## config.mk

```make
export PLATFORM = sky130hd
export DESIGN_NAME = adder_pipe
export DESIGN_NICKNAME = d
export VERILOG_FILES = /design/src/rtl/adder_pkg.sv /design/src/rtl/adder_pipe_seg.sv /design/src/rtl/adder_pipe.sv
export SDC_FILE = /design/constraint.sdc
export NUM_CORES = 1
export LEC_CHECK = 0
export BUFFER_PORTS_ARGS = -buffer_cell sky130_fd_sc_hd__buf_2
export CORE_MARGIN = 5
export CORE_UTILIZATION = 51
export DETAILED_ROUTE_END_ITERATION = 12
export HOLD_SLACK_MARGIN = 0.15
export PLACE_DENSITY = 0.72
export REMOVE_ABC_BUFFERS = 1
export SLEW_MARGIN = 20
export SYNTH_ARGS = -nofsm -noshare
export SYNTH_HDL_FRONTEND = slang
export SYNTH_HIERARCHICAL = 1
export SYNTH_SLANG_ARGS = --single-unit
```

## constraint.sdc

```tcl
create_clock -name clk -period 3.9 [get_ports clk]
set_input_delay 0.585 -clock clk [delete_from_list [all_inputs] [get_ports clk]]
set_output_delay 0.585 -clock clk [all_outputs]
set_load 0.05 [all_outputs]
```

## src/rtl/adder_pkg.sv

```systemverilog
// adder_pkg: shared constants and helpers for the pipelined adder.
// add_ref is a plain behavioural model of the full-width operation.
package adder_pkg;

    localparam logic OP_ADD = 1'b0;
    localparam logic OP_SUB = 1'b1;

    localparam int REF_W = 64;

    typedef struct packed {
        logic             ovf;
        logic             cout;
        logic [REF_W-1:0] sum;
    } ref_t;

    // Segment width; a zero stage count is guarded so the caller's
    // own parameter check can report it instead of a divide fault.
    function automatic int seg_width(input int width, input int stages);
        if (stages < 1) begin
            return width;
        end
        return width / stages;
    endfunction

    // Single wide-adder reference for widths 1..64.
    function automatic ref_t add_ref(
        input logic [REF_W-1:0] a,
        input logic [REF_W-1:0] b,
        input logic             cin,
        input logic             sub,
        input int               width
    );
        logic [REF_W:0]   full;
        logic [REF_W-1:0] mask;
        logic [REF_W-1:0] am;
        logic [REF_W-1:0] bm;
        logic [5:0]       msb;
        logic [6:0]       top;
        ref_t             r;
        if (width >= REF_W) begin
            mask = '1;
        end else begin
            mask = (64'd1 << width) - 64'd1;
        end
        msb    = 6'(width - 1);
        top    = 7'(width);
        am     = a & mask;
        bm     = (sub ? ~b : b) & mask;
        full   = {1'b0, am} + {1'b0, bm} + 65'(cin ^ sub);
        r.sum  = full[REF_W-1:0] & mask;
        r.cout = full[top];
        r.ovf  = (am[msb] == bm[msb]) && (r.sum[msb] != am[msb]);
        return r;
    endfunction

endpackage

```

## src/rtl/adder_pipe_seg.sv

```systemverilog
// adder_pipe_seg: one combinational segment of the carry chain.
// Adds SEG bits of both operands plus the incoming carry.
module adder_pipe_seg #(
    parameter int SEG = 8
) (
    input  logic [SEG-1:0] a,
    input  logic [SEG-1:0] b,
    input  logic           cin,
    output logic [SEG-1:0] sum,
    output logic           cout
);

    // Plain ripple of this segment; width is small by construction
    assign {cout, sum} = {1'b0, a} + {1'b0, b} + {{SEG{1'b0}}, cin};

endmodule

```

## src/rtl/adder_pipe.sv

```systemverilog
// adder_pipe: pipelined add/subtract split into carry-chained segments.
// Operands travel skewed, results de-skewed; valid/ready per stage.
module adder_pipe #(
    parameter int WIDTH  = 32,
    parameter int STAGES = 4
) (
    input  logic             clk,
    input  logic             rst_n,
    input  logic             in_valid,
    output logic             in_ready,
    input  logic [WIDTH-1:0] a,
    input  logic [WIDTH-1:0] b,
    input  logic             cin,
    input  logic             sub,
    output logic             out_valid,
    input  logic             out_ready,
    output logic [WIDTH-1:0] sum,
    output logic             cout,
    output logic             ovf
);
    import adder_pkg::*;

    localparam int SEG  = seg_width(WIDTH, STAGES);
    localparam int LAST = STAGES - 1;
    localparam int SDIV = (STAGES < 1) ? 1 : STAGES;

    if ((STAGES < 1) || ((WIDTH % SDIV) != 0)) begin : g_bad_params
        $error("adder_pipe: STAGES must be >= 1 and divide WIDTH");
    end

    // Per-stage state
    logic [STAGES-1:0] v;
    logic [STAGES-1:0] c_q;
    logic [WIDTH-1:0]  a_q [STAGES];
    logic [WIDTH-1:0]  b_q [STAGES];
    logic [WIDTH-1:0]  r_q [STAGES];
    logic              ovf_q;

    // Per-stage inputs and combinational results
    logic [STAGES-1:0] v_in;
    logic [STAGES-1:0] c_in;
    logic [STAGES-1:0] c_seg;
    logic [STAGES-1:0] adv;
    logic [STAGES-1:0] mask;
    logic [WIDTH-1:0]  a_in  [STAGES];
    logic [WIDTH-1:0]  b_in  [STAGES];
    logic [WIDTH-1:0]  r_in  [STAGES];
    logic [WIDTH-1:0]  r_nxt [STAGES];
    logic [SEG-1:0]    s_seg [STAGES];
    logic              ovf_nxt;

    for (genvar k = 0; k < STAGES; k++) begin : g_seg
        adder_pipe_seg #(
            .SEG (SEG)
        ) u_seg (
            .a    (a_in[k][k*SEG +: SEG]),
            .b    (b_in[k][k*SEG +: SEG]),
            .cin  (c_in[k]),
            .sum  (s_seg[k]),
            .cout (c_seg[k])
        );
    end

    // Stage inputs: stage 0 from the ports, later stages from the skew regs
    always_comb begin
        a_in[0] = a;
        b_in[0] = (sub == OP_SUB) ? ~b : b;
        c_in[0] = cin ^ (sub == OP_SUB);
        r_in[0] = '0;
        v_in[0] = in_valid;
        for (int k = 1; k < STAGES; k++) begin
            a_in[k] = a_q[k-1];
            b_in[k] = b_q[k-1];
            c_in[k] = c_q[k-1];
            r_in[k] = r_q[k-1];
            v_in[k] = v[k-1];
        end
    end

    // Splice each stage's segment result into the de-skewed result word
    always_comb begin
        for (int k = 0; k < STAGES; k++) begin
            r_nxt[k] = r_in[k];
            r_nxt[k][k*SEG +: SEG] = s_seg[k];
        end
    end

    // Signed overflow is only known once the top segment has been added
    always_comb begin
        ovf_nxt = (a_in[LAST][WIDTH-1] == b_in[LAST][WIDTH-1])
               && (r_nxt[LAST][WIDTH-1] != a_in[LAST][WIDTH-1]);
    end

    // A stage advances if it or any later stage is empty, or the sink takes
    // the head; computed in closed form to avoid a self-referencing chain
    always_comb begin
        mask = '0;
        adv  = '0;
        for (int k = 0; k < STAGES; k++) begin
            mask   = {STAGES{1'b1}} << k;
            adv[k] = out_ready || ((v & mask) != mask);
        end
    end

    // Valid bits and data registers; data only loads with a valid op so
    // a stalled or idle stage keeps its contents
    always_ff @(posedge clk or negedge rst_n) begin
        if (!rst_n) begin
            v     <= '0;
            c_q   <= '0;
            ovf_q <= 1'b0;
            for (int k = 0; k < STAGES; k++) begin
                a_q[k] <= '0;
                b_q[k] <= '0;
                r_q[k] <= '0;
            end
        end else begin
            for (int k = 0; k < STAGES; k++) begin
                if (adv[k]) begin
                    v[k] <= v_in[k];
                    if (v_in[k]) begin
                        a_q[k] <= a_in[k];
                        b_q[k] <= b_in[k];
                        r_q[k] <= r_nxt[k];
                        c_q[k] <= c_seg[k];
                    end
                end
            end
            if (adv[LAST] && v_in[LAST]) begin
                ovf_q <= ovf_nxt;
            end
        end
    end

    assign in_ready  = rst_n & adv[0];
    assign out_valid = v[LAST];
    assign sum       = r_q[LAST];
    assign cout      = c_q[LAST];
    assign ovf       = ovf_q;

endmodule

```

==> results.md, run 1 <==
* H-tree depth at 4
* Final Core Density at about 59%
* Vias in the first global route at 5398
* Via/cell ratio at between 5 and 6
* Clock latency at the later pin of the worst-skew pair at ~0.42 ns
* CTS max path bufs at 2
* DIE AREA at about 19000 um^2
* EDFF count, synth at 0
* Share of post-route cells with drive strength above 1 at around two fifths
* Drt initial violations at 184
* GRT Total Usage at between 15 and 20%
* Initial antenna violation count at 0
* Met1 Use GR at a little over a fifth
* Final count of pins violating max slew at 0
* Core area at 16500 um^2
* Max-cap violation count at 0
* Clk_skew at ~0.0089 ns
* Final antenna-violating net count at 0
* Layout Nets at 815
* Most used DFF post-synth: dfrtp_1
* Static Leak at roughly 4.4 nW
* Clock Root Buffer: clkbuf_16
* Crit. End Element: primary output
* Max-slew headroom at a little over a third
* Top Ports at around 110
* Row cnt at 47
* Power Density at 775 nW/um^2
* Post-synth ARST share at 100%
* TritonCTS buffer count at 17
* Final WL at around 16000 um
* Post-detail-place hpwl at about 11000 um
* Average cell area after synthesis at between 10 and 15 um^2
* Pin count of the biggest net entering global routing at 79
* Cell variety after synth at between 40 and 50
* Cells after Synth at 600
* PnR worst setup slack at about 1.4 ns
* Buffers added on ports at 105
* Drt pass-1 iters at 4
* Met2 Track Usage GR at between 20% and 30%
* Die Span X at around 140 um
* GRT overflow at 0
* Setup Viol. Count Final at 0
* Flops & latches, synth at ~190
* Vias at 4971
* RSZ-0062 raised after global routing: no
* First-pass GRT wire length at between 20000 and 30000 um
* Status: complete, no violations
* Ant. Diodes at 0
* Hold Vio Cnt, Final at 0
* CTS tree: built
* Crit path DAT at about 2.0 ns
* WS Path Type: in2out
* Critical Path Fanout Max at 44
* Worst-path clk slew at about 0.070 ns
* Area Growth Syn to Fin at 14.8%
* Seq/Total Area, Yosys at a little over half
* Initial Util at 51.7%
* Mapped cell area at 8510 um^2
* # DRC at 0
* VDD IR max at between 0.4 and 0.5 mV
* Design Area, Final at slightly below 10000 um^2
* Startpoint Class: primary input
* Placer congestion estimate at roughly 0.79
* Synth warn at 6
* Die Y at roughly 140 um
* Final Critical Period at 2.53 ns
* Fin crit share at approximately two thirds
* GRT met3 Usage at roughly 3.8%
* CP required at about 3.3 ns
* Drt wl/cell at approximately 17 um
* Post-place instance area at 9240 um^2
* Worst slew pin tran at between 0.9 and 1 ns
* CTS Sinks at between 150 and 200
* Max Freq at 395 MHz
* Place WS at 1.11 ns
* GRT Max-Usage Layer: met2
* Post-CTS Setup Repair Bufs at 0
* Min-Delay Path Class: in2reg
* Post-Route Setup TNS at 0 ns
* # fillers at between 1000 and 1500
==> path summary, 6_finish.rpt <==
| path | to | from | slack, ns | cells after the start |
|---|---|---|---|---|
| worst max-delay path | in_ready | rst_n | 1.37 | 4 |
| worst min-delay path | a_in[84]$_DFFE_PN0P_ | a[20] | 0.38 | 2 |
| worst max register to register | c_q[3]$_DFFE_PN0P_ | a_in[24]$_DFFE_PN0P_ | 1.50 | 7 |
| worst min register to register | r_in[68]$_DFFE_PN0P_ | r_in[68]$_DFFE_PN0P_ | 0.49 | 1 |
| max in group asynchronous | a_in[81]$_DFFE_PN0P_ | rst_n | 1.95 | 3 |
| min in group asynchronous | sum[3]$_DFFE_PN0P_ | rst_n | 0.64 | 2 |
==> layer usage <==
layer,share of wire [%],up-vias
met3,3.4,17
met5,0,-
li1,-,2364
met1,43,2509
met4,1.4,0
met2,52,81
==> cell usage after synthesis (2+ instances only) <==
master,n,area (um^2)
o21bai_1,4,30.0
mux2_1,30,338
mux2_2,151,1700
a2111oi_0,2,17.5
nor2b_1,6,37.5
inv_2,3,11.3
nor4_1,4,25.0
nor2_1,5,18.8
nor3_1,7,35.0
buf_2,16,80.1
nand2b_1,7,43.8
a21o_1,7,52.6
a311o_1,6,60.1
xor2_1,40,350
nand3_1,7,35.0
a221oi_1,2,17.5
fa_1,8,160
a21oi_1,18,90.1
dfrtp_1,185,4630
inv_1,7,26.3
xnor2_1,10,87.6
a21oi_2,2,17.5
ha_1,28,350
buf_6,4,45.0
mux2i_1,2,20.0
o21ai_0,5,25.0
nand2_1,16,60.1
nand3b_1,2,15.0
==> repair_timing <==
item,in CTS,in global routing
setup endpoints to repair,0,0
hold endpoints to repair,41,0
hold buffers,1,0
gates resized for setup,0,0
==> cell usage in the layout (no fill, tap or decap), types with 3 or more instances in the layout <==
master / synthesis / routed
inv_2: 3 / 3
nor2b_1: 6 / 6
o21ai_0: 5 / 5
a311o_1: 6 / 6
inv_1: 7 / 7
a21oi_1: 18 / 18
a21o_1: 7 / 7
nand3_1: 7 / 7
nand2b_1: 7 / 7
ha_1: 28 / 28
buf_4: 1 / 6
mux2_1: 30 / 30
buf_2: 16 / 104
nor4_1: 4 / 4
nor3_1: 7 / 7
o21bai_1: 4 / 4
clkbuf_16: 0 / 17
fa_1: 8 / 8
clkinv_2: 0 / 7
dfrtp_1: 185 / 185
xnor2_1: 10 / 10
nor2_1: 5 / 5
xor2_1: 40 / 40
mux2_2: 151 / 151
inv_6: 0 / 3
nand2_1: 16 / 13
==> where the power goes <==
part / switching [mW] / internal [mW]
Combinational: 1.70 / 1.34
Clock: 0.701 / 0.808
Sequential: 0.384 / 2.64
Total: 2.79 / 4.78
==> critical path: stages <==
cell and delay (ns):
dlygate4sd3_1 0.54, buf_6 0.35, and2_1 0.19, buf_2 0.26
==> metrics by stage <==
step / hold slack, ns / cells / power [mW]
global placement: 0.465 / 909 / 5.97
detailed placement: 0.475 / 909 / 6.13
finish: 0.379 / 941 / 7.57
floorplan: 0.289 / 578 / 5.36
CTS: 0.361 / 941 / 7.68
global route: 0.367 / 941 / 8.09
==> flip-flops by register name, summed over array words and instances (netlist names) <==
register / flops
a_in: 48
v: 4
c_q: 4
ovf: 1
sum: 32
r_in: 48
b_in: 48
==> kinds of logic after synthesis <==
| logic type | count (synthesis) | share of synthesized area, % |
|---|---|---|
| flip-flops | 185 | 54.4 |
| multiplexers | 183 | 24.2 |
| AND/OR/NAND/NOR | 59 | 3.65 |
| AO/OA/AOI/OAI | 55 | 4.55 |
| XOR/XNOR | 50 | 5.15 |
| adder cells (fa/ha/maj) | 36 | 6.00 |
| buffers and inverters | 32 | 2.04 |
==> final cells by class <==
type                    count  area, um^2  share of cell area, %
inverters                  10        37.5                  0.385
clock inverters            12        76.3                  0.782
multi-input cells         383        3720                   38.1
clock buffers              19         433                   4.43
repair buffers            112         587                   6.01
well taps                 220         275                   2.82
flip-flops and latches    185        4630                   47.4
Power figures use the tool's default switching activity.
==> run 2, diff against run 1 <==
Settings changed: ABC_AREA set to 1, PLACE_DENSITY 0.72 to 0.74.
Clock period 3.9 ns to 2.1 ns, I/O delays scaled along.
==> run 2 against run 1 <==
Net effect:
- cell count is 59% higher
- clock skew is 0.0014 ns lower
- power is 88% higher
- count of clock-buffer cells in the layout is 3 higher
- worst hold slack worse by 0.22 ns
- critical endpoint is now sum[30]$_DFFE_PN0P_
- critical path depth is 6 higher
- core utilization is 0.54 points higher
- critical path type is now reg2reg
- sequential share of layout area is 4.2 points lower
==> results.md, run 2 <==
* Hold Vio Cnt, Final at 0 (unchanged)
* Met2 Track Usage GR at 30.7% (+1.5 points)
* CP most frequent cell: nand2_1
* Pin count of the biggest net entering global routing at 122 (+54%)
* Via/cell ratio at 4.93 (-6.8%)
* Placer congestion estimate at 0.816 (+3.4%)
* Ranking of synthesized cells by area: dfrtp_1, nand2_1, nand3_1, ha_1, inv_1
* Row cnt at 49 (+4.3%)
* Post-synth top area share at 50.2% (-4.2 points)
* Drt initial violations at 593 (+220%)
* Initial Util at 51.5% (-0.20 points)
* Cells after Synth at 1152 (+92%)
* Worst slew pin tran at 0.783 ns (-0.180 ns)
* TritonCTS buffer count at 17 (unchanged)
* Commonest non-fill, non-tap cell in the layout: nand2_1
* Vias in the first global route at 7081 (+31%)
* Most frequent cells in the layout: nand2_1, dfrtp_1, nand3_1
* Count leader, synth: nand2_1
* Hold Path End: a_in[90]$_DFFE_PN0P_
* Most used DFF post-synth: dfrtp_1
* Power Density at 1330 nW/um^2 (+71%)
* Post-synth ARST share at 100% (unchanged)
* Max-slew headroom at 47.7% (+12 points)
* Layout Nets at 1365 (+67%)
* Post-detail-place hpwl at 13200 um (+21%)
* Final antenna-violating net count at 0 (unchanged)
* Startpoint Class: flip-flop
* Clock latency at the later pin of the worst-skew pair at 0.44 ns (+0.02 ns)
* GRT overflow at 0 (unchanged)
* Fin cells at 1500 (+59%)
* Cell variety after synth at 28 (-36%)
* CP peak stage delay at 0.47 ns (-0.07 ns)
* Clk_skew at 0.00751 ns (-0.00139 ns)
* First-pass GRT wire length at 33900 um (+26%)
* # fillers at 1644 (+22%)
* DIE AREA at 20900 um^2 (+7.7%)
* Worst-path clk slew at 0.06 ns (about the same)
* EDFF count, synth at 0 (unchanged)
* Top Ports at 106 (unchanged)
* Initial antenna violation count at 0 (unchanged)
* WS Path Type: reg2reg
* PnR worst setup slack at 0.142 ns (-1.23 ns)
* Critical Path Fanout Max at 2 (-95%)
* Buffers added on ports at 105 (unchanged)
* Mapped cell area at 9210 um^2 (+8.3%)
* Total power at 14.2 mW (+88%)
* Hold path depth at 3 (+1)
* Drt pass-1 iters at 5 (+1)
* Crit-path cells: fa_1 -> fa_1 -> nand2_1 -> nand2_1 -> nand3b_1 -> nand2_1 -> nand2_1 -> nand2_1 -> nand2_1 -> nand2_1
* Clock Root Buffer: clkbuf_16
* Vias at 7389 (+49%)
* Worst Min Path Start: a[26]
* Max-cap violation count at 0 (unchanged)
* Crit path from: a_in[24]$_DFFE_PN0P_
* Static Leak at 6.18 nW (+41%)
* RSZ-0062 raised after global routing: no
* Max Freq at about 500 MHz
* Setup Viol. Count Final at 0 (unchanged)
* Final WL at 19600 um (+24%)
* GRT Max-Usage Layer: met2
* CP max stage cell: fa_1
* Core area at 17900 um^2 (+8.7%)
* Final Critical Period at slightly below 2 ns
* Place WS at -0.0474 ns (-1.16 ns)
* # DRC at 0 (unchanged)
* Status: complete, no violations
* Die Y at 144 um (+3.8%)
* Reg-to-reg endpoint: sum[30]$_DFFE_PN0P_
* Die Span X at 144 um (+3.8%)
* Synth warn at 6 (unchanged)
* Dpl cells at 1447 (+59%)
* Final count of pins violating max slew at 0 (unchanged)
* Drt wl/cell at 13.0 um (-22%)
* GRT Total Usage at 19.9% (+2.7 points)
* Worst reg2reg setup slack at 0.14 ns (-1.36 ns)
* CTS Sinks at 185 (unchanged)
* Synth cell count leaders: nand2_1, dfrtp_1, nand3_1, inv_1, ha_1
* Crit path DAT at 2.28 ns (+0.33 ns)
* Ant. Diodes at 0 (unchanged)
* Seq/Total Area, Yosys at 50.2% (-4.2 points)
* CP required at 2.43 ns (-0.88 ns)
* Fin crit share at between 90% and 100%
* Share of post-route cells with drive strength above 1 at 14.9% (-27 points)
* Average cell area after synthesis at 8.00 um^2 (-44%)
* Reg-to-reg startpoint: a_in[24]$_DFFE_PN0P_
* Met1 Use GR at 28.7% (+6.7 points)
* Crit. End Element: flip-flop
* Flops & latches, synth at 185 (unchanged)
* GRT met3 Usage at 4.33% (+0.57 points)
* H-tree depth at 4 (unchanged)
* Min-Delay Path Class: in2reg
* VDD IR max at 0.735 mV (+71%)
* Area Growth Syn to Fin at 16.2%
* Largest area contributor in the netlist: dfrtp_1
* CTS tree: built
* Reg2reg path depth at 10 (+3)
* CTS max path bufs at 2 (unchanged)
-- run 2: cell types whose count changed after synthesis, sizes merged, moves of 16 or more --
cell | previous run | this run
clkbuf | 1 | 17
nand2 | 16 | 583
mux2 | 181 | 0
inv | 10 | 62
nand3 | 7 | 164
xor2 | 40 | 14
buf | 21 | 42
-- run 2: critical path: cells and delay by family (launching register included) --
family                     cells  cell delay, ns
adders and majority gates      2            0.89
and+or+nand+nor                8            0.56
DFF                            1            0.40
-- run 2: worst max-delay path by stage --
stage | to | slack [ns] | depth (start not counted)
after floorplan | in_ready | -0.44 | 3
after global placement | r_in[70]$_DFFE_PN0P_ | -0.03 | 12
after detailed placement | c_q[0]$_DFFE_PN0P_ | -0.05 | 12
after CTS | c_q[2]$_DFFE_PN0P_ | 0.09 | 10
after global routing | r_in[22]$_DFFE_PN0P_ | 0.02 | 10
final | sum[30]$_DFFE_PN0P_ | 0.14 | 10
-- run 2: through the flow --
step	hold slack, ns	area, um^2	setup TNS (ns)	util, %
after global routing	0.165	10700	0	59.8
after CTS	0.152	10700	0	59.7
after floorplan	0.0194	8910	-39.07	-
final	0.164	10700	0	59.8
after detailed placement	0.453	9930	-0.0925	55.5
after global placement	0.454	9930	-0.0501	55.5
-- run 2: logic make-up (layout without fill, tap and decap cells) --
family                     count (synthesis)  count (layout)  synth area share (%)
and+or+nand+nor                          774             774                  35.6
buffers and inverters                    122             241                  5.84
AOI/OAI and AO/OA                         14              14                 0.788
DFF                                      185             185                  50.2
xor gates and xnor gates                  21              21                  2.00
adders and majority gates                 36              36                  5.54
-- run 2: cell type report --
class / count / area, um^2 / share of cell area, %
well taps: 229 / 287 / 2.68
flip-flops and latches: 185 / 4630 / 43.2
clock inverters: 9 / 100 / 0.935
inverters: 63 / 236 / 2.21
clock buffers: 22 / 454 / 4.24
repair buffers: 147 / 952 / 8.89
multi-input cells: 845 / 4050 / 37.8
-- run 2: report_power, final --
| group | switching (mW) | leakage, nW | internal (mW) |
|---|---|---|---|
| logic | 3.74 | 3.59 | 1.89 |
| registers | 0.750 | 2.32 | 4.78 |
| clock network | 1.29 | 0.270 | 1.76 |
| total | 5.78 | 6.18 | 8.43 |
-- run 2: timing repair --
action                                  in CTS  in global routing
buffers inserted                             0                  0
hold endpoints to repair                   205                  1
gates resized for setup                      0                  2
hold buffers                                21                  1
endpoints found under the setup margin       0                  3
-- run 2: layer usage --
layer | part of all wire [%] | wire (um)
met1 | 48 | 9320
met2 | 46 | 8960
met3 | 5.0 | 982
met4 | 1.5 | 303
met5 | 0 | 0
